===== config.mk =====
export PLATFORM = sky130hd
export DESIGN_NAME = plru_victim_ctrl_flat
export DESIGN_NICKNAME = d
export VERILOG_FILES = /design/src/rtl/plru_victim_ctrl_if.sv /design/src/rtl/plru_victim_ctrl.sv /design/src/flat_wrapper.sv
export SDC_FILE = /design/constraint.sdc
export NUM_CORES = 1
export LEC_CHECK = 0
export CAP_MARGIN = 20
export CORE_AREA = 2 2 76 151
export CTS_CLUSTER_DIAMETER = 100
export CTS_CLUSTER_SIZE = 40
export DETAILED_ROUTE_END_ITERATION = 8
export DIE_AREA = 0 0 78 153
export PLACE_DENSITY = 0.74
export SLEW_MARGIN = 20
export SYNTH_ARGS = -nofsm -noshare
export SYNTH_HDL_FRONTEND = slang
export SYNTH_SLANG_ARGS = --single-unit
export TNS_END_PERCENT = 50

===== constraint.sdc =====
create_clock -name clk -period 3.1 [get_ports clk]
set_input_delay 0.31 -clock clk [delete_from_list [all_inputs] [get_ports clk]]
set_output_delay 0.31 -clock clk [all_outputs]
set_load 0.01 [all_outputs]

===== src/rtl/plru_victim_ctrl_if.sv =====
// Port bundle between the cache controller and the PLRU victim controller.
// The controller side drives accesses, victim requests and flushes; the PLRU
// side returns the registered victim and the flush-busy status.
interface plru_victim_ctrl_if #(
  parameter int SETS = 16,
  parameter int WAYS = 8
);
  localparam int SET_W = $clog2(SETS);
  localparam int WAY_W = $clog2(WAYS);

  logic             access_valid;
  logic [SET_W-1:0] access_set;
  logic [WAY_W-1:0] access_way;
  logic             victim_req;
  logic [SET_W-1:0] victim_set;
  logic [WAYS-1:0]  inv_mask;
  logic             victim_valid;
  logic [WAY_W-1:0] victim_way;
  logic             flush_req;
  logic             busy;

  modport master (
    output access_valid, access_set, access_way,
    output victim_req, victim_set, inv_mask, flush_req,
    input  victim_valid, victim_way, busy
  );

  modport slave (
    input  access_valid, access_set, access_way,
    input  victim_req, victim_set, inv_mask, flush_req,
    output victim_valid, victim_way, busy
  );
endinterface


===== src/rtl/plru_victim_ctrl.sv =====
// Tree pseudo-LRU replacement state for a set-associative cache.
// One (WAYS-1)-bit tree per set: node 0 is the root, children of node a are
// 2a+1 / 2a+2, a 0 bit points left. Hits/fills steer the path away from the
// touched way; victim requests return a registered way one cycle later,
// preferring the lowest-index invalid way. A flush walks every set once.
module plru_victim_ctrl #(
  parameter int SETS = 16,
  parameter int WAYS = 8,
  localparam int SET_W = $clog2(SETS),
  localparam int WAY_W = $clog2(WAYS)
) (
  input logic               clk,
  input logic               rst,
  plru_victim_ctrl_if.slave bus
);

  typedef enum logic {IDLE, FLUSH} state_t;

  state_t                        state;
  logic [SET_W-1:0]              cnt;
  logic [SETS-1:0][WAYS-2:0]     trees;
  logic                          busy_q;
  logic                          vld_q;
  logic [WAY_W-1:0]              way_q;

  logic [WAYS-2:0]               acc_tree_nxt;
  logic [WAY_W-1:0]              walk_way;
  logic [WAY_W-1:0]              inv_way;
  logic                          any_inv;

  // Point every node on the path to 'way' at the opposite subtree.
  function automatic logic [WAYS-2:0] tree_touch(input logic [WAYS-2:0] t,
                                                 input logic [WAY_W-1:0] way);
    logic [WAYS-2:0] r;
    int              idx;
    int              dir;
    r = t;
    for (int l = 0; l < WAY_W; l++) begin
      // Level l starts at node 2^l-1; the top l way bits pick the node in it.
      idx = (1 << l) - 1 + (int'(way) >> (WAY_W - l));
      dir = (int'(way) >> (WAY_W - 1 - l)) & 1;
      for (int n = 0; n < WAYS - 1; n++)
        if (n == idx) r[n] = (dir == 0);
    end
    return r;
  endfunction

  // Follow node bits from the root; the bits read form the way index MSB first.
  function automatic logic [WAY_W-1:0] tree_walk(input logic [WAYS-2:0] t);
    int   node;
    int   acc;
    logic b;
    node = 0;
    acc  = 0;
    for (int l = 0; l < WAY_W; l++) begin
      b = 1'b0;
      for (int n = 0; n < WAYS - 1; n++)
        if (n == node) b = t[n];
      acc  = (acc << 1) | int'(b);
      node = 2 * node + 1 + int'(b);
    end
    return WAY_W'(acc);
  endfunction

  // Victim candidates are read from the current (pre-update) trees, so a
  // same-cycle access to the same set does not affect this request.
  always_comb begin
    acc_tree_nxt = tree_touch(trees[bus.access_set], bus.access_way);
    walk_way     = tree_walk(trees[bus.victim_set]);
    any_inv      = |bus.inv_mask;
    inv_way      = '0;
    for (int w = WAYS - 1; w >= 0; w--)
      if (bus.inv_mask[w]) inv_way = WAY_W'(w);
  end

  // Tree storage, flush sequencer and registered victim response.
  always_ff @(posedge clk) begin
    if (rst) begin
      trees  <= '0;
      state  <= IDLE;
      cnt    <= '0;
      busy_q <= 1'b0;
      vld_q  <= 1'b0;
      way_q  <= '0;
    end else begin
      case (state)
        IDLE: begin
          vld_q <= bus.victim_req;
          if (bus.victim_req)
            way_q <= any_inv ? inv_way : walk_way;
          if (bus.flush_req) begin
            // Flush wins over a same-cycle access; the access is dropped.
            state  <= FLUSH;
            cnt    <= '0;
            busy_q <= 1'b1;
          end else if (bus.access_valid) begin
            trees[bus.access_set] <= acc_tree_nxt;
          end
        end
        FLUSH: begin
          vld_q      <= 1'b0;
          trees[cnt] <= '0;
          if (cnt == SET_W'(SETS - 1)) begin
            state  <= IDLE;
            busy_q <= 1'b0;
          end else begin
            cnt <= cnt + 1'b1;
          end
        end
        default: state <= IDLE;
      endcase
    end
  end

  assign bus.victim_valid = vld_q;
  assign bus.victim_way   = way_q;
  assign bus.busy         = busy_q;

endmodule


===== src/flat_wrapper.sv =====
// flat-port wrapper written by rule: the top's interface ports become plain ports
module plru_victim_ctrl_flat 
#(
  parameter int SETS = 16,
  parameter int WAYS = 8,
  localparam int SET_W = $clog2(SETS),
  localparam int WAY_W = $clog2(WAYS)
)
  (clk, rst, bus_access_valid, bus_access_set, bus_access_way, bus_victim_req, bus_victim_set, bus_inv_mask, bus_flush_req, bus_victim_valid, bus_victim_way, bus_busy);
  plru_victim_ctrl_if #(.SETS(SETS), .WAYS(WAYS)) bus_i ();
  input logic clk;
  input logic rst;
  input wire logic [$bits(bus_i.access_valid)-1:0] bus_access_valid;
  input wire logic [$bits(bus_i.access_set)-1:0] bus_access_set;
  input wire logic [$bits(bus_i.access_way)-1:0] bus_access_way;
  input wire logic [$bits(bus_i.victim_req)-1:0] bus_victim_req;
  input wire logic [$bits(bus_i.victim_set)-1:0] bus_victim_set;
  input wire logic [$bits(bus_i.inv_mask)-1:0] bus_inv_mask;
  input wire logic [$bits(bus_i.flush_req)-1:0] bus_flush_req;
  output wire logic [$bits(bus_i.victim_valid)-1:0] bus_victim_valid;
  output wire logic [$bits(bus_i.victim_way)-1:0] bus_victim_way;
  output wire logic [$bits(bus_i.busy)-1:0] bus_busy;
  assign bus_i.access_valid = bus_access_valid;
  assign bus_i.access_set = bus_access_set;
  assign bus_i.access_way = bus_access_way;
  assign bus_i.victim_req = bus_victim_req;
  assign bus_i.victim_set = bus_victim_set;
  assign bus_i.inv_mask = bus_inv_mask;
  assign bus_i.flush_req = bus_flush_req;
  assign bus_victim_valid = bus_i.victim_valid;
  assign bus_victim_way = bus_i.victim_way;
  assign bus_busy = bus_i.busy;
  plru_victim_ctrl #(.SETS(SETS), .WAYS(WAYS)) u_core (.clk(clk), .rst(rst), .bus(bus_i));
endmodule

; ---- Word level (Yosys, flattened, before mapping)
; Cells that the tools add are included.
[word_totals]
regBits = 122
in_bits = 24
output_inout_bits = 5
[classes]
addsub = 6
order_cmp = 5
n_eq_ne = 30
n_mux = 59
bitwise = 5
reduce_logical = 14
[ops]
columns = op, n
row1 = $eq 4x32->1 const A, 12
row2 = $eq 3x32->1 const A, 8
row3 = $logic_not 32->1, 7
row4 = $mux 112, 2
row5 = $pmux 112 s2, 1
row6 = $eq 2x32->1 const A, 4
row7 = $and 112x112->112, 1
row8 = $bwmux 112, 1
row9 = $not 112->112, 1
row10 = $bmux 7 s4, 2
row11 = $demux 7 s4, 2
row12 = $add 32x2->32, 1
row13 = $add 32x2->32 const B, 1
row14 = $mux 1, 32
row15 = $mux 7, 4
row16 = $mux 3, 9
row17 = $lt 4x5->1 const B, 3
row18 = $ne 2x2->1 const B, 5
row19 = $ge 4x1->1 const B, 2
row20 = $mux 4, 2
row21 = $pmux 4 s2, 1
row22 = $reduce_and 2->1, 4
row23 = $reduce_or 8->1, 1
row24 = $pmux 1 s2, 3
row25 = other kinds (8), 10

; ---- Logic depth before layout (Yosys ltp)
; Gate-level depths: netlist of the first run.
[logic_depth]
word_depth = 22
depth_mapped = 9
mapped_depth_nobuf = 7

; ---- Least setup slack after synthesis of the first run
; No wires, ideal clock.
[synth_timing]
kind = input port to flip-flop
start = input port bus_victim_set[0]
end = register u_core.way_q[1] (netlist: u_core.bus.victim_way[1])
setup_ns = 0.120
arrival_ns = 2.006
t_required_ns = 2.980
path_slack_ns = 0.974
stages = 7
n_path_buf = 2
cell_sequence = buf_4 > buf_4 > mux4_2 > mux4_2 > nand2_1 > a21oi_1 > o31a_1
[synth_via]
elab_chain_len = 14
word_cells_on_any_way = 20
classes_between = add/sub: 1 / eq/ne: 6 / mux: 10 / bitwise: 2 / reduce/logical: 1
[synth_lines]
columns = item, line
row1 = from (decl), flat_wrapper.sv:17  ; input wire logic [$bits(bus_i.victim_set)-1:0] bus_victim_set;
row2 = $bmux 7 s4 *, plru_victim_ctrl.sv:69  ; walk_way = tree_walk(trees[bus.victim_set]);
row3 = $mux 7 (implied by the code) *, plru_victim_ctrl.sv:69
row4 = $add 1x1->2, plru_victim_ctrl.sv:60  ; node = 2 * node + 1 + int'(b);
row5 = $logic_not 32->1, plru_victim_ctrl.sv:58  ; if (n == node) b = t[n];
row6 = $mux 1 (6 in series), plru_victim_ctrl.sv:58
row7 = $mux 1 *, plru_victim_ctrl.sv:58
row8 = $or 2x1->2 *, plru_victim_ctrl.sv:59  ; acc = (acc << 1) | int'(b);
row9 = $or 3x2->3 *, plru_victim_ctrl.sv:59
row10 = $mux 3 *, plru_victim_ctrl.sv:90  ; way_q <= any_inv ? inv_way : walk_way;
row11 = to (signal assigned), plru_victim_ctrl.sv:90
row12 = to (decl), plru_victim_ctrl.sv:24  ; logic [WAY_W-1:0] way_q;
; Mark *: on every way between the ends. The rest lies on a longest branch, timed or not. The select of a mux whose other input is x is not followed.
; A chain may end at the register's enable or synchronous reset.

; ---- Worst setup path in the final report of the first run
[layout_timing]
start = input port bus_access_set[0]
end = register u_core.trees[86] in the netlist's numbering
[layout_via]
elab_chain_len = 8
word_cells_on_any_way = 13
classes_between = order compare: 2 / mux: 10 / reduce/logical: 1
[layout_lines]
columns = item, line
row1 = from (decl), flat_wrapper.sv:14  ; input wire logic [$bits(bus_i.access_set)-1:0] bus_access_set;
row2 = $lt 4x5->1 (implied by the code) (tied with other cells), plru_victim_ctrl.sv:97  ; trees[bus.access_set] <= acc_tree_nxt;
row3 = $logic_and 1x1->1 (implied by the code) or $mux 7 (tied branches), "plru_victim_ctrl.sv:97, plru_victim_ctrl.sv:68"
row4 = $mux 7 (implied by the code) or $mux 1 (tied branches), "plru_victim_ctrl.sv:97, plru_victim_ctrl.sv:43"
row5 = $demux 7 s4 or $mux 1 (tied branches), n/a
row6 = $bwmux 112 *, plru_victim_ctrl.sv:97
row7 = $mux 112 *, plru_victim_ctrl.sv:96  ; end else if (bus.access_valid) begin
row8 = $mux 112 *, plru_victim_ctrl.sv:91  ; if (bus.flush_req) begin
row9 = $pmux 112 s2 *, plru_victim_ctrl.sv:86  ; case (state)
row10 = "to (signal, indexed assignment)", plru_victim_ctrl.sv:97
row11 = to (decl), plru_victim_ctrl.sv:21  ; logic [SETS-1:0][WAYS-2:0] trees;
; Marked as above.

==> insert_results.sql, run 1 <==
INSERT INTO impl_metrics (metric_group, metric, value, unit) VALUES
('status', 'status', 'finished clean', ''),
('floorplanning', 'die_height', '153', 'microns'),
('place', 'pre_cts_worst_setup_slack', '0.2657', 'ns'),
('layout', 'stdcell_count', '791', ''),
('yosys', 'synth.yosys.seq_area_share', '38.33', '%'),
('timing', 'timing.max_slew.rel_slack', '41.11', '%'),
('yosys', 'synthesis.area_per_instance', '10.48', 'sq um'),
('layout', 'postLayoutCoreUtil', '68.41', '%'),
('cts', 'worst_path_clk_slew', '0.06', 'ns'),
('floorplanning', 'initial_utilization', '58.94', '%'),
('yosys', 'yosys_most_used_dff', 'dfxtp_1', ''),
('pwr', 'vdd_drop_max', '0.0004486', 'V'),
('timing', 'drv_slew', '0', ''),
('layout', 'n_antenna_cell', '0', ''),
('yosys', 'ys_seq_elements', '122', ''),
('timing', 'setup_repair_after_global_routing_missed_its_margin', 'false', ''),
('yosys', 'ys_warn_count', '0', ''),
('global_routing', 'grt_pass1_wl', '32020', 'microns'),
('timing', 'min_period_over_period', '80.01', '%'),
('cts', 'htree_num_levels', '4', ''),
('cts', 'tritoncts.num_buffers', '17', ''),
('pwr', 'power_report.internal_total', '3.010', 'mW'),
('timing', 'setup_slack', '0.6195', 'ns'),
('yosys', 'synth.net_count', '636', ''),
('yosys', 'yosys.area_share.simple', '12.23', '%'),
('cts', 'clock_tree_from_tritoncts', 'built', ''),
('layout', 'layout.area.seq', '2442', 'sq um'),
('worst_setup_path', 'cp_max_fo', '18', ''),
('min_path', 'hp-class', 'reg -> reg', ''),
('yosys', 'ys_top_cells_by_area', 'dfxtp_1 38%, mux4_2 14%, mux4_1 7.4%', ''),
('detailed_routing', 'drt_wl_total', '20620', 'microns'),
('cts', 'worst_skew_pair_latency', '0.42', 'ns'),
('floorplanning', 'io-pin-count', '29', ''),
('pwr', 'sw_frac_of_total', '23.47', '%'),
('worst_setup_path', 'worst_setup_end_kind', 'flip-flop', ''),
('worst_setup_path', 'worstPathCellList', 'buf_2, buf_4, mux4_1, mux4_2, a21boi_4, o21ai_0', ''),
('place', 'detailed_place_hpwl', '14930', 'microns'),
('yosys', 'yosys.area.top_type_share', '38.33', '%'),
('yosys', 'asyncSetResetFlopFracSynth', '0', '%'),
('timing', 'worst_clock_skew', '0.006296', 'ns'),
('yosys', 'post_synth_design_cell_area', '6371', 'sq um'),
('pwr', 'total_switching_power', '0.9230', 'mW'),
('detailed_routing', 'drtIter0Drc', '650', ''),
('timing', 'final.min_clock_period', '2.480', 'ns'),
('detailed_routing', 'vias_per_cell', '7.105', ''),
('yosys', 'combinational_family_with_the_most_area_after_synthesis', 'multiplexers', ''),
('cts', 'cts_root_buf', 'clkbuf_16', ''),
('pwr', 'cellLeakagePower', '2.618', 'nW'),
('global_routing', 'grtUsageTotal', '36.12', '%'),
('global_routing', 'number_of_antenna_violations_at_the_first_check_in_global_routing', '0', ''),
('pwr', 'power_frac_clock', '51.1', '%'),
('cts', 'cts-root-to-sink-buffers', '2', ''),
('yosys', 'synth_enable_flop_cells', '0', ''),
('detailed_routing', 'remaining_drcs', '0', ''),
('layout', 'layout.nets', '667', ''),
('job', 'drv_cap', '0', ''),
('worst_setup_path', 'worstPathRequired', '3.39', 'ns'),
('yosys', 'yosys.cell_types.count', '47', ''),
('yosys', 'synth-adder-area-share', '0.7855', '%'),
('yosys', 'post_synth_xor_area_fraction', '0', '%'),
('cts', 'clock_sink_count', '122', ''),
('detailed_routing', 'firstDrtPassIters', '8', ''),
('floorplanning', 'rows', '54', ''),
('worst_setup_path', 'setup.worst_path.start_class', 'primary input', ''),
('detailed_routing', 'drt-wirelength-per-cell', '26.06', 'microns'),
('cts', 'post-cts-setup-buffer-count', '0', ''),
('floorplanning', 'core', '10810', 'sq um'),
('detailed_routing', 'routed-via-count', '5620', ''),
('timing', 'fmax', '0.4032', 'GHz'),
('global_routing', 'grt_max_degree', '29', ''),
('cts', 'cts_hold_buf', '0', '');
==> cell families (layout without fill, tap and decap cells) <==
group / Yosys count / after routing
and+or+nand+nor: 183 / 183
adders and majority gates: 4 / 4
DFF: 122 / 122
AOI/OAI and AO/OA: 173 / 173
buffers and inverters: 51 / 94
muxes: 75 / 75
==> power by group through the flow <==
stage / logic (mW) / clock network (mW) / registers (mW)
4_1_cts: 0.324 / 2.00 / 1.59
5_1_grt: 0.346 / 2.09 / 1.59
3_3_place_gp: 0.317 / 0 / 1.62
6_report: 0.334 / 2.01 / 1.59
3_5_place_dp: 0.323 / 0 / 1.62
2_1_floorplan: 0.199 / 0 / 1.62
==> cell usage in the layout, fill, tap and decap left out, types with 15 or more instances in the layout <==
cell type        instances
o21ai_0                 39
a21oi_1                 24
nor2_1                  36
clkbuf_16               17
clkdlybuf4s50_1         27
o2bb2ai_1               42
o21ai_1                 15
mux4_1                  18
dfxtp_1                122
nand2_1                103
o22ai_1                 15
buf_4                   21
mux4_2                  40
o221ai_1                16
==> critical path, delay by kind of cell <==
family,cells,cell delay [ns]
muxes,2,1.09
buffers and inverters,2,0.73
AOI/OAI and AO/OA,2,0.62
==> worst paths after layout <==
path                startpoint                to  slack [ns]  depth (start not counted)
max          bus_access_set[0]  u_core.trees[86]        0.62                          6
min           u_core.trees[55]  u_core.trees[55]        0.47                          2
max reg2reg       u_core.state  u_core.trees[29]        0.90                          4
min reg2reg   u_core.trees[55]  u_core.trees[55]        0.47                          2
==> state kept, by name (all words and copies together), names as in the netlist <==
| name | cells |
|---|---|
| u_core.bus.victim_way | 3 |
| u_core.trees | 112 |
| u_core.cnt | 4 |
| u_core.bus.victim_valid | 1 |
| u_core.state | 1 |
| u_core.bus.busy | 1 |
==> final cells by class <==
class	count	share of cell area [%]
multi-input cells	435	48.82
inverters	9	0.4568
clock inverters	6	1.150
clock buffers	25	6.970
repair buffers	54	7.207
well taps	140	2.368
flip-flops and latches	122	33.02
==> per-layer routing <==
layer | part of all wire (%) | global-route usage (%) | up-vias | wire length (microns)
li1 | - | - | 2402 | -
met1 | 32 | 37.16 | 2684 | 6692
met2 | 51 | 61.70 | 387 | 10510
met3 | 6.7 | 7.969 | 147 | 1389
met4 | 9.8 | 28.65 | 0 | 2024
met5 | 0 | 0 | - | 0
(Power assumes the default switching activity.)
==> run 2, diff against run 1 <==
==> constraint.sdc (replaced) <==
create_clock -name clk -period 2.5 [get_ports clk]
set_input_delay 0.25 -clock clk [delete_from_list [all_inputs] [get_ports clk]]
set_output_delay 0.25 -clock clk [all_outputs]
set_load 0.01 [all_outputs]
==> insert_results.sql, run 2 (synthesized netlist as in run 1, its figures left out) <==
INSERT INTO impl_metrics (metric_group, metric, value, unit) VALUES
('pwr', 'powerDensity', '629.8', 'nW/um^2'),
('layout', 'layout_overhead_on_the_synthesized_area', '19.44', '%'),
('timing', 'fmax', '0.4453', 'GHz'),
('layout', 'final_layout_size_suffix_gt1_share', '19.10', '%'),
('floorplanning', 'initial_utilization', '58.94', '%'),
('cts', 'tritoncts.num_buffers', '17', ''),
('status', 'status', 'finished clean', ''),
('timing', 'hold_violations', '0', ''),
('timing', 'setup_repair_after_global_routing_missed_its_margin', 'false', ''),
('floorplanning', 'fp.dieArea', '11930', 'sq um'),
('cts', 'cts_hold_buf', '0', ''),
('place', 'port_buffers', '28', ''),
('cts', 'worst_skew_pair_latency', '0.42', 'ns'),
('detailed_routing', 'routed-via-count', '5668', ''),
('layout', 'register_with_the_most_flip_flops', 'u_core.trees', ''),
('worst_setup_path', 'setup.worst_path.start_class', 'primary input', ''),
('layout', 'most_common_cell_after_layout_fill_and_taps_aside', 'dfxtp_1', ''),
('layout', 'layout.cells.most_common_list', '122 x dfxtp_1, 103 x nand2_1, 42 x o2bb2ai_1, 40 x mux4_2, 39 x o21ai_0', ''),
('cts', 'post-cts-setup-buffer-count', '0', ''),
('worst_setup_path', 'crit_arrival', '2.58', 'ns'),
('floorplanning', 'core', '10810', 'sq um'),
('pwr', 'power_report.internal_total', '3.652', 'mW'),
('detailed_routing', 'vias_per_cell', '6.998', ''),
('global_routing', 'grtUsageTotal', '36.38', '%'),
('cts', 'clock_sink_count', '122', ''),
('floorplanning', 'die_height', '153', 'microns'),
('detailed_routing', 'remaining_drcs', '0', ''),
('place', 'placed_cell_area', '7043', 'sq um'),
('layout', 'layout.nets', '686', ''),
('cts', 'cts-root-to-sink-buffers', '2', ''),
('cts', 'cts_root_buf', 'clkbuf_16', ''),
('global_routing', 'grt_overflow', '0', ''),
('pwr', 'cellLeakagePower', '2.746', 'nW'),
('floorplanning', 'die_x', '78', 'microns'),
('floorplanning', 'io-pin-count', '29', ''),
('job', 'drv_cap', '0', ''),
('pwr', 'vdd_drop_max', '0.0005386', 'V'),
('pwr', 'power_frac_clock', '49.3', '%'),
('timing', 'final.hold.worst_slack', '0.4663', 'ns'),
('worst_setup_path', 'crit_type', 'in -> reg', ''),
('timing', 'tightestPinTransition', '0.8667', 'ns'),
('timing', 'timing.final.setup_violations', '0', ''),
('place', 'detailed_place_hpwl', '15080', 'microns'),
('pwr', 'share_seq_of_total_power', '41.1', '%'),
('global_routing', 'grt_pass1_wl', '32160', 'microns'),
('detailed_routing', 'firstDrtPassIters', '8', ''),
('min_path', 'hp-class', 'reg -> reg', ''),
('pwr', 'comb_power_share', '9.6', '%'),
('cts', 'cts_repair_resize_count', '0', ''),
('timing', 'worst_clock_skew', '0.006871', 'ns'),
('detailed_routing', 'drtIter0Drc', '539', ''),
('detailed_routing', 'drt-wirelength-per-cell', '25.79', 'microns'),
('detailed_routing', 'drt_wl_total', '20890', 'microns'),
('layout', 'max_reg_flops', '112', ''),
('timing', 'drv_slew', '0', ''),
('cts', 'worst_path_clk_slew', '0.05', 'ns'),
('place', 'gpl.final_weighted_congestion', '0.9977', ''),
('timing', 'timing.max_slew.rel_slack', '42.01', '%'),
('pwr', 'total_switching_power', '1.141', 'mW'),
('worst_setup_path', 'worst_setup_end_kind', 'flip-flop', ''),
('layout', 'n_antenna_cell', '0', ''),
('cts', 'htree_num_levels', '4', ''),
('timing', 'min_period_over_period', '89.83', '%'),
('detailed_routing', 'antenna_violating_nets_post_route', '0', ''),
('cts', 'clock_tree_from_tritoncts', 'built', ''),
('pwr', 'sw_frac_of_total', '23.81', '%'),
('global_routing', 'grt_max_degree', '33', ''),
('global_routing', 'number_of_antenna_violations_at_the_first_check_in_global_routing', '0', ''),
('layout', 'postLayoutCoreUtil', '70.39', '%'),
('global_routing', 'first_global_vias', '5781', ''),
('timing', 'final.min_clock_period', '2.246', 'ns'),
('layout', 'final_design_area_no_fill', '7610', 'sq um'),
('worst_setup_path', 'worstPathRequired', '2.83', 'ns'),
('floorplanning', 'rows', '54', ''),
('worst_setup_path', 'cp_max_fo', '10', '');
-- run 2: changes by cell type in the layout (fill, tap and decap cells not counted), sizes merged --
cell,previous run,this run
clkinv,2,6
clkinvlp,2,1
clkbuf,25,23
buf,27,45
-- run 2: layout make-up --
class / instances / area, sq um
Multi-Input combinational cell: 435 / 3611
Fill cell: 811 / 3201
Sequential cell: 122 / 2442
Timing Repair Buffer: 73 / 785.8
Clock buffer: 22 / 464.2
Tap cell: 140 / 175.2
Clock inverter: 9 / 97.59
Inverter: 9 / 33.78
-- run 2: per-layer routing --
layer	up-vias	share of wire, %	wire [microns]	global-route usage [%]
met5	-	0	0	0
met4	0	11	2382	32.83
met3	151	6.3	1320	6.316
met2	408	51	10590	61.90
met1	2681	32	6596	36.92
li1	2428	-	-	-
-- run 2: critical path, stage by stage --
cell and delay [ns]:
clkdlybuf4s50_1 0.53, buf_4 0.21, buf_4 0.15, or3_1 0.55, nor2_1 0.30, nand2_1 0.31
o21ai_0 0.27
-- run 2: path summary, 6_finish.rpt --
kind                     startpoint                to  slack, ns  cells after the start
hold reg to reg    u_core.trees[26]  u_core.trees[26]       0.47                      2
setup / recovery  bus_access_set[1]   u_core.trees[5]       0.25                      7
setup reg to reg       u_core.state  u_core.trees[47]       0.34                      6
hold / removal     u_core.trees[26]  u_core.trees[26]       0.47                      2
-- run 2: power by group through the flow --
stage	Clock [mW]	Combinational (mW)	Sequential, mW
2_1_floorplan	0	0.247	2.01
3_3_place_gp	0	0.437	2.01
3_5_place_dp	0	0.443	2.01
4_1_cts	2.37	0.446	1.97
5_1_grt	2.45	0.475	1.97
6_report	2.36	0.459	1.97
-- run 2: stage by stage --
| step | worst slack [ns] | total power [mW] | std cells | setup TNS [ns] |
|---|---|---|---|---|
| 4_1_cts | 0.3291 | 4.784 | 809 | 0 |
| 3_5_place_dp | -0.1069 | 2.454 | 778 | -0.9410 |
| 6_report | 0.2543 | 4.793 | 810 | 0 |
| 5_1_grt | 0.2112 | 4.898 | 810 | 0 |
| 2_1_floorplan | 0.4344 | 2.255 | 608 | 0 |
| 3_3_place_gp | -0.05697 | 2.447 | 778 | -0.09616 |
==> run 3, diff against run 2 <==
--- a/config.mk
+++ b/config.mk
@@ -6,11 +6,13 @@
 export NUM_CORES = 1
 export LEC_CHECK = 0
 export CAP_MARGIN = 20
-export CORE_AREA = 2 2 76 151
+export CELL_PAD_IN_SITES_DETAIL_PLACEMENT = 1
+export CELL_PAD_IN_SITES_GLOBAL_PLACEMENT = 2
+export CORE_AREA = 2 2 93 184
 export CTS_CLUSTER_DIAMETER = 100
 export CTS_CLUSTER_SIZE = 40
 export DETAILED_ROUTE_END_ITERATION = 8
-export DIE_AREA = 0 0 78 153
+export DIE_AREA = 0 0 95 186
 export PLACE_DENSITY = 0.74
 export SLEW_MARGIN = 20
 export SYNTH_ARGS = -nofsm -noshare
==> insert_results.sql, run 3 (synthesized netlist as in run 1, its figures left out) <==
INSERT INTO impl_metrics (metric_group, metric, value, unit) VALUES
('timing', 'timing.final.setup_violations', '0', ''),
('timing', 'hold_violations', '0', ''),
('layout', 'final_design_area_no_fill', '7924', 'sq um'),
('cts', 'cts_repair_resize_count', '0', ''),
('min_path', 'whs_path_depth', '2', ''),
('timing', 'tightestPinTransition', '0.7038', 'ns'),
('place', 'place_inst', '864', ''),
('timing', 'setup_slack', '0.3179', 'ns'),
('cts', 'cts-root-to-sink-buffers', '2', ''),
('worst_setup_path', 'worstPathCellList', 'clkdlybuf4s50_1, buf_12, buf_4, mux4_1, mux4_2, mux2i_4, buf_4, o21ai_0', ''),
('layout', 'layout_overhead_on_the_synthesized_area', '24.37', '%'),
('detailed_routing', 'routed-via-count', '5477', ''),
('min_path', 'hp-class', 'reg -> reg', ''),
('floorplanning', 'fp.dieArea', '17670', 'sq um'),
('worst_setup_path', 'crit_arrival', '2.48', 'ns'),
('floorplanning', 'die_x', '95', 'microns'),
('pwr', 'post_layout_total_power', '5.260', 'mW'),
('timing', 'fmax', '0.4583', 'GHz'),
('floorplanning', 'initial_utilization', '39.16', '%'),
('global_routing', 'first_global_vias', '5884', ''),
('timing', 'final.min_clock_period', '2.182', 'ns'),
('worst_setup_path', 'cp_num_buf_inv', '4', ''),
('layout', 'layout.nets', '707', ''),
('detailed_routing', 'drt_wl_total', '23680', 'microns'),
('layout', 'final_layout_size_suffix_gt1_share', '21.85', '%'),
('place', 'gpl.final_weighted_congestion', '0.8585', ''),
('detailed_routing', 'vias_per_cell', '6.120', ''),
('worst_setup_path', 'setup.worst_path.start_class', 'primary input', ''),
('layout', 'max_reg_flops', '112', ''),
('status', 'status', 'finished clean', ''),
('layout', 'most_common_cell_after_layout_fill_and_taps_aside', 'dfxtp_1', ''),
('cts', 'tritoncts.num_buffers', '17', ''),
('detailed_routing', 'drtIter0Drc', '275', ''),
('pwr', 'powerDensity', '663.8', 'nW/um^2'),
('job', 'drv_cap', '0', ''),
('cts', 'clock_sink_count', '122', ''),
('place', 'pre_cts_worst_setup_slack', '-0.1284', 'ns'),
('global_routing', 'grtUsageTotal', '28.28', '%'),
('detailed_routing', 'firstDrtPassIters', '4', ''),
('detailed_routing', 'antenna_violating_nets_post_route', '0', ''),
('worst_setup_path', 'critical_path.top_delay_family', 'buffers and inverters', ''),
('global_routing', 'number_of_antenna_violations_at_the_first_check_in_global_routing', '0', ''),
('cts', 'clock_tree_from_tritoncts', 'built', ''),
('worst_setup_path', 'r2r_setup_slack', '0.44', 'ns'),
('cts', 'htree_num_levels', '4', ''),
('place', 'detailed_place_hpwl', '17600', 'microns'),
('worst_setup_path', 'worst-r2r-cell-count', '5', ''),
('floorplanning', 'rows', '66', ''),
('layout', 'register_with_the_most_flip_flops', 'u_core.trees', ''),
('worst_setup_path', 'cp_max_fo', '17', ''),
('timing', 'min_period_over_period', '87.28', '%'),
('detailed_routing', 'drt-wirelength-per-cell', '26.46', 'microns'),
('layout', 'layout.cells.most_common_list', '122 x dfxtp_1, 103 x nand2_1, 54 x buf_4, 42 x o2bb2ai_1, 40 x mux4_2', ''),
('layout', 'postLayoutCoreUtil', '48.71', '%'),
('cts', 'cts_root_buf', 'clkbuf_16', ''),
('floorplanning', 'io-pin-count', '29', ''),
('worst_setup_path', 'max_stage_delay', '0.52', 'ns'),
('worst_setup_path', 'r2r_end', 'u_core.trees[48]', ''),
('detailed_routing', 'remaining_drcs', '0', ''),
('timing', 'worst_clock_skew', '0.01094', 'ns'),
('min_path', 'min_from', 'u_core.trees[55]', ''),
('worst_setup_path', 'worst_path_most_repeated_cell', 'buf_4', ''),
('timing', 'setup_repair_after_global_routing_missed_its_margin', 'false', ''),
('floorplanning', 'die_height', '186', 'microns'),
('pwr', 'vdd_drop_max', '0.0003519', 'V'),
('min_path', 'worstHoldEndpoint', 'u_core.trees[55]', ''),
('worst_setup_path', 'worstPathRequired', '2.79', 'ns'),
('worst_setup_path', 'crit_slowest_cell', 'clkdlybuf4s50_1', ''),
('cts', 'worst_skew_pair_latency', '0.43', 'ns'),
('worst_setup_path', 'crit_type', 'in -> reg', ''),
('layout', 'n_antenna_cell', '0', ''),
('timing', 'drv_slew', '0', ''),
('place', 'placed_cell_area', '7258', 'sq um'),
('worst_setup_path', 'worst_setup_end_kind', 'flip-flop', ''),
('global_routing', 'grt_pass1_wl', '35450', 'microns'),
('cts', 'post-cts-setup-buffer-count', '0', ''),
('global_routing', 'grt_max_degree', '50', ''),
('timing', 'timing.max_slew.rel_slack', '52.90', '%'),
('place', 'port_buffers', '28', ''),
('global_routing', 'grt_overflow', '0', ''),
('cts', 'worst_path_clk_slew', '0.05', 'ns'),
('worst_setup_path', 'r2r-start', 'u_core.state', ''),
('pwr', 'cellLeakagePower', '2.856', 'nW'),
('layout', 'stdcell_count', '895', ''),
('floorplanning', 'core', '16270', 'sq um'),
('cts', 'cts_hold_buf', '0', '');
run 3: cell type report:
type / instances / area (sq um)
inverter: 9 / 33.78
clock buffer: 20 / 446.7
fill: 1767 / 8344
timing repair buffer: 94 / 915.9
sequential: 122 / 2442
multi-input combinational: 435 / 3611
clock inverter: 11 / 219.0
tap: 204 / 255.2
run 3: worst max-delay path by stage:
| stage | end | depth (start not counted) | startpoint | slack, ns |
|---|---|---|---|---|
| 2_1_floorplan | u_core.bus.victim_way[1] | 7 | bus_victim_set[0] | 0.43 |
| 6_report | u_core.trees[11] | 8 | bus_access_set[1] | 0.32 |
| 4_1_cts | u_core.trees[109] | 8 | bus_access_set[1] | 0.32 |
| 5_1_grt | u_core.trees[11] | 8 | bus_access_set[1] | 0.27 |
| 3_5_place_dp | u_core.trees[109] | 8 | bus_access_set[1] | -0.13 |
| 3_3_place_gp | u_core.trees[97] | 7 | bus_access_set[1] | -0.003 |
run 3: stage by stage:
stage | hold WS, ns | TNS [ns]
2_1_floorplan | 0.4315 | 0
3_3_place_gp | 0.4446 | -0.006117
3_5_place_dp | 0.4624 | -2.576
4_1_cts | 0.4713 | 0
5_1_grt | 0.4875 | 0
6_report | 0.4720 | 0
run 3: layer usage:
metal  share of wire (%)  global-route usage, %  up-vias
li1                    -                      -     2472
met1                  37                  29.76     2792
met2                  54                  49.90      149
met3                 3.3                  4.453       64
met4                 6.6                  20.23        0
met5                   0                      0        -
run 3: power breakdown:
group          switching, mW  internal (mW)
clock                  0.923           1.89
sequential            0.0132           1.96
combinational          0.272          0.204
total                   1.21           4.05
run 3: tightest hold or removal path, delay by kind of cell (launching register included):
| family | cells | cell delay [ns] |
|---|---|---|
| flip-flops | 1 | 0.32 |
| AND/OR/NAND/NOR | 1 | 0.05 |
| AO/OA/AOI/OAI | 1 | 0.05 |
==> RTL edit 1 (flow settings as in run 3) <==
`SETS` is set to 16 in 3 places; all go to 8.
--- a/src/rtl/plru_victim_ctrl_if.sv
+++ b/src/rtl/plru_victim_ctrl_if.sv
@@ -3,5 +3,5 @@
 // side returns the registered victim and the flush-busy status.
 interface plru_victim_ctrl_if #(
-  parameter int SETS = 16,
+  parameter int SETS = 8,
   parameter int WAYS = 8
 );
--- a/src/rtl/plru_victim_ctrl.sv
+++ b/src/rtl/plru_victim_ctrl.sv
@@ -5,5 +5,5 @@
 // preferring the lowest-index invalid way. A flush walks every set once.
 module plru_victim_ctrl #(
-  parameter int SETS = 16,
+  parameter int SETS = 8,
   parameter int WAYS = 8,
   localparam int SET_W = $clog2(SETS),
--- a/src/flat_wrapper.sv
+++ b/src/flat_wrapper.sv
@@ -2,5 +2,5 @@
 module plru_victim_ctrl_flat 
 #(
-  parameter int SETS = 16,
+  parameter int SETS = 8,
   parameter int WAYS = 8,
   localparam int SET_W = $clog2(SETS),
Ports: changed (resized bus_access_set and bus_victim_set); port bits go from 29 to 27. No check against the original RTL was run, so the function may have changed too.
==> RTL edit 1 against run 3 <==
- worst setup slack improved by 31 ps
- register-to-register slack improved by 50 ps
- sequential cell count decreased by 57
- wire length decreased by 40%
- total power decreased by 50%
- area after synthesis decreased by 44%
- design area decreased by 43%
- critical path type unchanged
- critical endpoint is now u_core.trees[9]
==> RTL edit 1: results (changes against run 3) <==
| Metric | Value |
|---|---|
| Maxcap violations | 0 (unchanged) |
| Reg with most FFs | u_core.trees (unchanged) |
| First-pass GRT wire length | 21.40 mm (was 35.45 mm) |
| Fillers | 1856 (was 1767) |
| Most common library cells after synthesis | 65 x dfxtp_1, 47 x nor2_1, 26 x nand2_1, 23 x a21oi_1 (was 122 x dfxtp_1, 103 x nand2_1, 42 x o2bb2ai_1, 40 x mux4_2, 39 x o21ai_0) |
| Leak | 1.633 nW (was 2.856 nW) |
| Post-CTS sizing | 0 (unchanged) |
| WL per Instance | 22.62 um (was 26.46 um) |
| Crit path DAT | 2430 ps (was 2480 ps) |
| Fin nets | 439 (was 707) |
| Initial DRC count | 268 (was 275) |
| Vias in the first global route | 3690 (was 5884) |
| Max reg flops | 56 (was 112) |
| Clock Tree Root | clkbuf_16 (unchanged) |
| GRT Total Usage | 16.91% (was 28.28%) |
| Max Buffers Root-to-Sink | 2 (unchanged) |
| Syn nets | 394 (was 636) |
| CTS H-tree depth | 3 (was 4) |
| HPWL after detailed placement | 11.07 mm (was 17.60 mm) |
| # diodes | 0 (unchanged) |
| Outcome | finished, final reports clean (unchanged) |
| DRT Pass-1 Iters | 4 (unchanged) |
| Clock latency at the later pin of the worst-skew pair | 340 ps (was 430 ps) |
| Largest cells by area after synthesis | dfxtp_1 36%, mux4_2 7.5%, mux4_1 5.1% (was dfxtp_1 38%, mux4_2 14%, mux4_1 7.4%) |
| CTS Buf Count | 9 (was 17) |
| Clk_skew | 6.251 ps (was 10.94 ps) |
| Clock-pin slew of the registers on the worst-case setup and hold paths | 50 ps (about the same) |
| Routability cong. | 0.8953 (was 0.8585) |
| Peak VDD IR | 0.2696 mV (was 0.3519 mV) |
| Hold Path Depth | 2 (unchanged) |
| CP max FO | 13 (was 17) |
| Share of cells above drive strength 1 | 18.10% (was 21.85%) |
| Largest net degree at the start of global routing | 44 (was 50) |
| FF-to-FF path depth | 6 (was 5) |
| Hold crit path type | reg2reg (unchanged) |
| Register area share after synthesis | 36.27% (was 38.33%) |
| Warnings, synthesis | 0 (unchanged) |
| Initial antenna violation count | 0 (unchanged) |
| Vias | 3353 (was 5477) |
| Yosys cell types | 55 (was 47) |
| Sw Share | 25.12% (was 22.98%) |
| Post-CTS setup buffer count | 0 (unchanged) |
| Ys async rst share | 0% (unchanged) |
| Buffers on Ports | 26 (was 28) |
| Tightest Pin Transition | 908.6 ps (was 703.8 ps) |
RTL edit 1: changes by cell type after synthesis, sizes merged, moves of 16 or more:
cell,change
a22o,+18
mux4,-39
nand2,-77
o21ai,-51
o2bb2ai,-41
a22oi,+18
nand3,+16
dfxtp,-57
RTL edit 1: final cells by class:
cell class | count | share of cell area (%)
clock buffer | 11 | 5.362
tap | 204 | 5.638
inverter | 6 | 0.4975
multi-input combinational | 277 | 47.10
timing repair buffer | 56 | 11.44
clock inverter | 5 | 1.216
sequential | 65 | 28.75
RTL edit 1: kinds of logic (layout without fill, tap and decap cells):
group           count (synthesis)  in the layout  share of synthesized area, %
fa+ha+maj                       2              2                        0.6975
buf+inv                        28             78                         4.290
mux                            36             36                         18.10
simple gates                  141            141                         19.60
compound gates                 98             98                         21.03
flops                          65             65                         36.27
RTL edit 1: power by group through the flow:
stage | clock network (mW) | logic [mW] | registers [mW]
final | 1.26 | 0.308 | 1.07
after global routing | 1.35 | 0.331 | 1.07
after CTS | 1.28 | 0.309 | 1.07
after detailed placement | 0 | 0.307 | 1.09
after global placement | 0 | 0.303 | 1.09
after floorplan | 0 | 0.169 | 1.09
RTL edit 1: layer usage:
metal  global-route usage [%]  routed length [um]  vias to the layer above
li1                         -                   -                     1493
met1                    14.41                4325                     1687
met4                    14.61                1267                        0
met2                    32.43                8142                      110
met3                    2.632                 376                       63
met5                        0                   0                        -
RTL edit 1: final timing paths:
kind                      from                to  slack, ps
max          bus_access_set[0]   u_core.trees[9]        350
min reg2reg   u_core.trees[21]  u_core.trees[21]        480
min           u_core.trees[21]  u_core.trees[21]        480
max reg2reg       u_core.state   u_core.trees[9]        490
RTL edit 1: worst max-delay path, cell delays in order:
cell and delay (ps):
clkdlybuf4s50_1 470, buf_4 180, buf_4 190, nand3_2 110, nor3_4 50, a21oi_1 580, nor2b_1 400, a22o_1 190
RTL edit 1: metrics by stage:
stage                     instance area [um2]  hold slack [ps]  setup WS [ps]  instances
after floorplan                          3587            414.5          728.7        370
after global placement                   4229            469.1          8.509        608
after detailed placement                 4229            475.3          24.02        608
after CTS                                4527            488.8          359.4        624
after global routing                     4527            517.9          233.7        624
final                                    4527            484.5          348.6        624
==> RTL edit 2 (flow settings as in run 3) <==
Made on the original files. Make the reset (`rst`) asynchronous in one clocked block.
--- a/src/rtl/plru_victim_ctrl.sv
+++ b/src/rtl/plru_victim_ctrl.sv
@@ -75,5 +75,5 @@
 
   // Tree storage, flush sequencer and registered victim response.
-  always_ff @(posedge clk) begin
+  always_ff @(posedge clk or posedge rst) begin
     if (rst) begin
       trees  <= '0;
Behaviour: differs if rst is asserted again (counterexample within 4 cycles, from zero or initial values and one cycle with rst high); with rst held inactive, the same outputs for 4 cycles.
==> RTL edit 2 against run 3 <==
- synthesized cell count is 5.4% lower
- area after synthesis is 2.3% higher
- maximum frequency is 3.9% higher
- largest cell class unchanged
- cell count is 4.2% lower
- wire length is 5.4% lower
- clock skew is 2.3 ps lower
- first-iteration DRC count is 29% lower
- critical endpoint is now u_core.trees[67]
- design area is 1.7% higher
- register-to-register slack worse by 20 ps
- worst setup slack better by 82 ps
- sequential cell count stayed put
- sequential share of layout area is 7.1 points higher
Power is not compared: it rests on default switching activity, and its combinational part moved more than twofold at a synthesized area within 25%.
==> RTL edit 2: results (changes against run 3) <==
| Metric | Value |
|---|---|
| Hold crit path type | in2async (was reg2reg) |
| Reg2reg start | u_core.state (unchanged) |
| GRT met1 Usage | 29.02% (was 29.76%) |
| Multi-input gate count | 410 (was 435) |
| HPWL after detailed placement | 16.86 mm (was 17.60 mm) |
| Clk_skew | 8.628 ps (was 10.94 ps) |
| Post-CTS sizing | 0 (unchanged) |
| CP max FO | 16 (was 17) |
| Fin nets | 668 (was 707) |
| Crit path DAT | 2390 ps (was 2480 ps) |
| Met2 usage | 50.72% (was 49.90%) |
| Seq area share | 37.89% (was 30.82%) |
| Post-Synth XOR/XNOR Area | 0.2687% (was 0%) |
| Ys async rst share | 100.0% (was 0%) |
| Tightest Pin Transition | 922.3 ps (was 703.8 ps) |
| Clock network share of area | 7.983% (was 8.400%) |
| Wire length on met3 | 777 um (was 770 um) |
| Initial DRC count | 194 (was 275) |
| First-pass GRT wire length | 34.85 mm (was 35.45 mm) |
| Utilization after layout | 49.52% (was 48.71%) |
| Largest cells by area after synthesis | dfrtp_1 47%, mux4_2 20%, nand2_1 7.4% (was dfxtp_1 38%, mux4_2 14%, mux4_1 7.4%) |
| Yosys cell types | 42 (was 47) |
| Fillers | 1720 (was 1767) |
| Clock Tree Root | clkbuf_16 (unchanged) |
| FFs & Latches | 122 (unchanged) |
| Clock-pin slew of the registers on the worst-case setup and hold paths | 60 ps |
| Inverter count | 10 (was 9) |
| Crit path max-delay family | multiplexers (was buffers and inverters) |
| Register area share after synthesis | 46.83% (was 38.33%) |
| Syn nets | 603 (was 636) |
| Signal buffers | 79 (was 94) |
| Vias in the first global route | 5841 (was 5884) |
| Vias per cell | 6.076 (was 6.120) |
| Synth Area in Adders | 0.7678% (was 0.7855%) |
| DRT Pass-1 Iters | 7 (was 4) |
| RR Endpoint | u_core.trees[42] (was u_core.trees[48]) |
| Outcome | finished, final reports clean (unchanged) |
| Worst path max stage delay | 530 ps |
| Multiplexer share of the synthesized area | 23.44% (was 24.69%) |
| Area taken by multi-input logic gates | 3248 um2 (was 3611 um2) |
| Share of cells above drive strength 1 | 23.74% (was 21.85%) |
| Post-synthesis compound-gate area fraction | 14.40% (was 18.97%) |
| Met1 wire length | 7.720 mm (was 8.650 mm) |
| GRT Total Usage | 27.73% (was 28.28%) |
| R2r setup slk | 420 ps (was 440 ps) |
| DR WL met2 | 12.57 mm (was 12.69 mm) |
| Routability cong. | 0.8955 (was 0.8585) |
| End of the critical path | u_core.trees[67] (was u_core.trees[11]) |
| Final wirelength | 22.40 mm (was 23.68 mm) |
| Most common library cells after synthesis | 128 x nand2_1, 122 x dfrtp_1, 58 x mux4_2, 58 x o21ai_1, 46 x o21ai_0 (was 122 x dfxtp_1, 103 x nand2_1, 42 x o2bb2ai_1, 40 x mux4_2, 39 x o21ai_0) |
| Routing usage on met3 | 4.332% (was 4.453%) |
| Largest net degree at the start of global routing | 123 (was 50) |
| Final non-clock buffer share | 10.13% (was 11.56%) |
| Area post-placement | 7413 um2 (was 7258 um2) |
## RTL edit 2: cell types whose count changed in the layout (fill, tap and decap cells not counted), moves of 17 or more
cell	run 3	this run
o2bb2ai_1	42	0
mux4_1	18	0
a22o_1	0	17
nand2_1	103	128
o21ai_1	15	58
a21oi_1	24	3
mux4_2	40	58
dfxtp_1	122	0
dfrtp_1	0	122
nor2_1	36	12
## RTL edit 2: through the flow
stage	setup slack, ps	std cells	hold slack (ps)	total power [mW]
after floorplan	394.4	575	336.7	3.014
after global placement	-11.80	825	469.2	3.620
after detailed placement	-13.36	825	486.0	3.673
after CTS	394.0	857	423.2	6.402
after global routing	287.3	857	405.4	6.615
final	399.7	857	352.6	6.347
## RTL edit 2: power breakdown
part	internal [mW]	total, mW	switching [mW]
logic	0.553	1.38	0.827
clock network	1.79	2.70	0.908
registers	2.13	2.27	0.142
